File: config.mk
export PLATFORM = sky130hd
export DESIGN_NAME = mac_dsp_pipe
export DESIGN_NICKNAME = d
export VERILOG_FILES = /design/src/rtl/mac_dsp_pipe.sv
export SDC_FILE = /design/constraint.sdc
export NUM_CORES = 2
export LEC_CHECK = 0
export ABC_AREA = 1
export CAP_MARGIN = 40
export CORE_UTILIZATION = 25
export CTS_CLUSTER_SIZE = 24
export DETAILED_ROUTE_END_ITERATION = 16
export SYNTH_ARGS = -nofsm -noshare
export SYNTH_HDL_FRONTEND = slang
export SYNTH_SLANG_ARGS = --single-unit
File: constraint.sdc
create_clock -name clk_i -period 12.6 [get_ports clk_i]
set_clock_uncertainty 0.1 [all_clocks]
set_input_delay 2.52 -clock clk_i [delete_from_list [all_inputs] [get_ports clk_i]]
set_output_delay 2.52 -clock clk_i [all_outputs]
set_load 0.02 [all_outputs]
File: src/rtl/mac_dsp_pipe.sv
// Pipelined signed multiply-accumulate. Each frame of (a, b) samples produces one sum, with valid/ready on both sides.
// Define MAC_SAT_EN to make the accumulator saturate instead of wrapping.
module mac_dsp_pipe #(
  parameter int A_WIDTH     = 25,
  parameter int B_WIDTH     = 18,
  parameter int ACC_WIDTH   = 48,
  parameter int PIPE_STAGES = 1
) (
  input  logic                 clk_i,
  input  logic                 rst_i,
  input  logic                 valid_i,
  output logic                 ready_o,
  input  logic [A_WIDTH-1:0]   a_i,
  input  logic [B_WIDTH-1:0]   b_i,
  input  logic                 clr_i,
  input  logic                 last_i,
  output logic                 valid_o,
  input  logic                 ready_i,
  output logic [ACC_WIDTH-1:0] acc_o,
  output logic                 ovf_o
);

  localparam int P_WIDTH = A_WIDTH + B_WIDTH;
  localparam int MSB     = ACC_WIDTH - 1;

  if (ACC_WIDTH < P_WIDTH) begin : g_bad_acc_width
    $error("mac_dsp_pipe: ACC_WIDTH must be >= A_WIDTH+B_WIDTH");
  end
  if (PIPE_STAGES < 0 || PIPE_STAGES > 4) begin : g_bad_pipe_stages
    $error("mac_dsp_pipe: PIPE_STAGES must be in 0..4");
  end

  logic ce;
  assign ce      = !valid_o || ready_i;
  assign ready_o = ce;

  logic signed [A_WIDTH-1:0]   s0_a;
  logic signed [B_WIDTH-1:0]   s0_b;
  logic                        s0_v, s0_clr, s0_last;
  logic signed [P_WIDTH-1:0]   mult;
  logic signed [ACC_WIDTH-1:0] prod0;

  assign mult  = s0_a * s0_b;
  assign prod0 = ACC_WIDTH'(mult);

  logic signed [ACC_WIDTH-1:0] m_p;
  logic                        m_v, m_clr, m_last;

  if (PIPE_STAGES > 0) begin : g_pipe
    logic signed [ACC_WIDTH-1:0] pp    [PIPE_STAGES];
    logic                        pv    [PIPE_STAGES];
    logic                        pclr  [PIPE_STAGES];
    logic                        plast [PIPE_STAGES];

    always_ff @(posedge clk_i) begin
      if (rst_i) begin
        for (int unsigned i = 0; i < unsigned'(PIPE_STAGES); i++) pv[i] <= 1'b0;
      end else if (ce) begin
        pp[0]    <= prod0;
        pv[0]    <= s0_v;
        pclr[0]  <= s0_clr;
        plast[0] <= s0_last;
        for (int unsigned i = 1; i < unsigned'(PIPE_STAGES); i++) begin
          pp[i]    <= pp[i-1];
          pv[i]    <= pv[i-1];
          pclr[i]  <= pclr[i-1];
          plast[i] <= plast[i-1];
        end
      end
    end

    assign m_p    = pp[PIPE_STAGES-1];
    assign m_v    = pv[PIPE_STAGES-1];
    assign m_clr  = pclr[PIPE_STAGES-1];
    assign m_last = plast[PIPE_STAGES-1];
  end else begin : g_direct
    assign m_p    = prod0;
    assign m_v    = s0_v;
    assign m_clr  = s0_clr;
    assign m_last = s0_last;
  end

  logic signed [ACC_WIDTH-1:0] acc, sum, acc_nxt;
  logic                        ovf, ovf_nxt, add_ovf, new_frame, start;

`ifdef MAC_SAT_EN
  localparam logic [ACC_WIDTH-1:0] SAT_MAX = {1'b0, {(ACC_WIDTH-1){1'b1}}};
  localparam logic [ACC_WIDTH-1:0] SAT_MIN = {1'b1, {(ACC_WIDTH-1){1'b0}}};
`endif

  always_comb begin
    sum     = acc + m_p;
    add_ovf = (acc[MSB] == m_p[MSB]) && (sum[MSB] != acc[MSB]);
    start   = m_clr || new_frame;
    acc_nxt = sum;
    ovf_nxt = ovf | add_ovf;
    if (start) begin
      acc_nxt = m_p;
      ovf_nxt = 1'b0;
    end
`ifdef MAC_SAT_EN
    // Clamp direction follows the product sign; a clamped value only leaves the rail on an opposite-sign product.
    else if (add_ovf) begin
      acc_nxt = m_p[MSB] ? SAT_MIN : SAT_MAX;
    end
`endif
  end

  always_ff @(posedge clk_i) begin
    if (rst_i) begin
      s0_v      <= 1'b0;
      acc       <= '0;
      ovf       <= 1'b0;
      new_frame <= 1'b1;
      acc_o     <= '0;
      ovf_o     <= 1'b0;
      valid_o   <= 1'b0;
    end else if (ce) begin
      s0_a    <= a_i;
      s0_b    <= b_i;
      s0_v    <= valid_i;
      s0_clr  <= clr_i;
      s0_last <= last_i;
      if (m_v) begin
        acc       <= acc_nxt;
        ovf       <= ovf_nxt;
        new_frame <= m_last;
      end
      valid_o <= m_v && m_last;
      if (m_v && m_last) begin
        acc_o <= acc_nxt;
        ovf_o <= ovf_nxt;
      end
    end
  end

endmodule

==> reports/results.ini <==
[route]
vias=22500
drc=0
firstDrtPassIters=7
ant_nets=0
routed_wl_um=80100
avgViaCountPerCell=4.25
routedWlPerCell_um=15.1
drt_iter0_drc=1348

[global_routing]
antenna_found_initial=0
grt-ovfl-total=0
grt_pass1_wl_um=129000
grt_max_degree=68
grt_pass1_vias=23300
gr-usage-all-layers_pct=14.6

[critical_path]
r2r_setup_slack_ns=5.79
timing.rr.start=s0_a[14]$_DFFE_PP_
cp-end-kind=flop
path_cells=nand2_1 -> fa_1 -> inv_1 -> fa_1 -> inv_1 -> fa_1 -> inv_1 -> fa_1 -> fa_1 -> inv_1 -> fa_1 -> inv_1 -> ha_1 -> nand2_1 -> nor2_1 -> inv_1 -> nor3_1 -> and3_1 -> nand2_1 -> nand3_1 -> a21oi_1 -> xnor2_1
cp_data_required_time_ns=12.75
crit_start=s0_a[14]$_DFFE_PP_
crit_path_max_incr_delay_ns=0.95
crit_fanout=18
cp_slowest_cell=edfxtp_1
arrival_ns=6.97
critPathKind=flop to flop
startpoint_type=flop

[cells_and_area]
area_delta_synth_final_pct=12.0
seqCellArea_sq_mm=0.00475
drive_gt1_share_pct=3.54
multi_input_area_sq_mm=0.0189
nNetsFinal=4443
antenna_cells=0
fill_cells=12200

[clock_tree]
postCtsSetupBuffers=0
cts_resized=0
cts_tree=yes
cts_sinks=192
clockBufferDepth=2
clockRootBuffer=clkbuf_16
clock_latency_ns=0.51
cts_hold_buffers=0
cts_made_buffers=17
path_clk_slew_ns=0.09
htreeDepth=4

[sta]
fin_crit_ns=6.81
hold_violations=0
finalSetupTns_ns=0
max_freq_mhz=147
worst_pin_slew_ns=0.906
finalSetupViolCount=0
rsz0062_at_grt=no
finalMaxSlewViolations=0
maxSlewHeadroom_pct=39.6
fin_crit_sh_pct=54.1
fin_ws_ns=5.79

[synthesis]
synth_cell_types=46
ys_top_cells_by_area=fa_1 (32%), nand2_1 (16%), inv_1 (13%)
yosysTopAreaCell=fa_1
synthArstFlopShare_pct=0
seq_area_frac_synth_pct=17.0
synth_flop_cell=dfxtp_1
synth_edf_count=91
postSynthNetCount=4432
yosys_warnings=0
synth_area_sq_mm=0.0280
ys_ff_latch=192
synth.top_cell.area_share_pct=31.6
syn_inst=3787
avgSynthCellArea_sq_um=7.40

[status]
status=finished, final reports clean

[worst_hold_path]
hold_path_class=flop to flop
min-delay-start=s0_clr$_DFFE_PP_

[die]
start_util_pct=25.3
die_width_um=337
num_io_pins=100
die_h_um=337
rows=122
die_area_sq_mm=0.113
core-area_sq_mm=0.111

[place]
io_buffer_count=99
place_ws_ns=5.93
gp_congestion=0.963
dp_hpwl_um=68000

[run]
maxCapViolCount=0

-- routing by layer --
layer  global-route usage, %  part of all wire (%)  up-vias
met4                    3.68                   2.0        0
met3                    1.97                   4.9       90
met5                       0                     0        -
met2                    25.0                    47      551
met1                    19.4                    46    10900
li1                        -                     -    11000
-- cells by family (layout without fill, tap and decap cells) --
| group | count (synthesis) | in the layout | share of synthesized area [%] |
|---|---|---|---|
| buffers and inverters | 1142 | 1166 | 15.6 |
| adders and majority gates | 596 | 596 | 38.5 |
| AOI/OAI and AO/OA | 208 | 208 | 4.11 |
| xor gates and xnor gates | 64 | 64 | 2.00 |
| and+or+nand+nor | 1584 | 1584 | 22.8 |
| DFF | 192 | 192 | 17.0 |
| muxes | 1 | 1 | 0.0357 |
-- synthesized netlist by cell type (5+ instances only) --
library cell  instances
xnor2_1              28
inv_2                 8
clkbuf_1            115
nor3_1               19
nor2_1              205
buf_6                 6
o21ai_1              22
dfxtp_1             101
fa_1                442
o21bai_1              6
o211ai_1             14
inv_1               997
nand2_2              17
nand3_2               5
ha_1                154
a21oi_1              82
edfxtp_1             91
nand4_1              23
xor2_1               36
buf_1                 8
nand2_1            1160
a21o_1                7
o21ai_0              55
nor2_2               20
or2_2                10
a31oi_1              13
nand3_1             113
-- sequential cells by signal, summed over array words and instances (netlist names) --
register	count
new_frame	1
acc_o	48
valid_o	1
g_pipe.pv	1
s0_b	18
s0_last	1
g_pipe.pclr	1
ovf_o	1
g_pipe.plast	1
s0_clr	1
g_pipe.pp	43
acc	48
s0_v	1
s0_a	25
ovf	1
-- worst paths after layout --
check,to,depth (start not counted)
setup / recovery,g_pipe.pp[0][28]$_DFFE_PP_,22
setup reg to reg,g_pipe.pp[0][28]$_DFFE_PP_,22
hold reg to reg,g_pipe.pclr[0]$_DFFE_PP_,0
hold / removal,g_pipe.pclr[0]$_DFFE_PP_,0
-- worst max-delay path, delay by kind of cell (launching register included) --
kind | cells | cell delay (ns)
AOI/OAI and AO/OA | 1 | 0.10
buffers and inverters | 6 | 0.34
adders and majority gates | 7 | 3.39
DFF | 1 | 0.95
xor gates and xnor gates | 1 | 0.15
and+or+nand+nor | 7 | 1.52
-- cell type report --
type	instances	share of cell area (%)
multi-input cells	2453	60.3
clock buffers	17	1.36
repair buffers	129	4.63
well taps	1488	5.93
clock inverters	15	0.610
flip-flops and latches	192	15.2
inverters	1005	12.0
-- stage by stage --
| step | util [%] | hold slack (ns) | instance area [sq um] | instances |
|---|---|---|---|---|
| final | 28.3 | 0.330 | 31400 | 5299 |
| after global routing | 28.3 | 0.358 | 31400 | 5299 |
| after CTS | 28.3 | 0.333 | 31400 | 5299 |
| after detailed placement | 27.8 | 0.305 | 30800 | 5267 |
| after global placement | 27.4 | 0.305 | 30400 | 5250 |
| after floorplan | - | 0.300 | 28000 | 3787 |
-- placed cells by master, fill, tap and decap left out, types with 82 or more instances in the layout --
cell type / netlist / final
dfxtp_1: 101 / 101
nand3_1: 113 / 113
fa_1: 442 / 442
inv_1: 997 / 997
nand2_1: 1160 / 1160
a21oi_1: 82 / 82
edfxtp_1: 91 / 91
clkdlybuf4s50_1: 0 / 99
nor2_1: 205 / 203
ha_1: 154 / 154
Power is not shown: default switching activity piles up to over one toggle a cycle in this logic, so the estimate is an artifact.
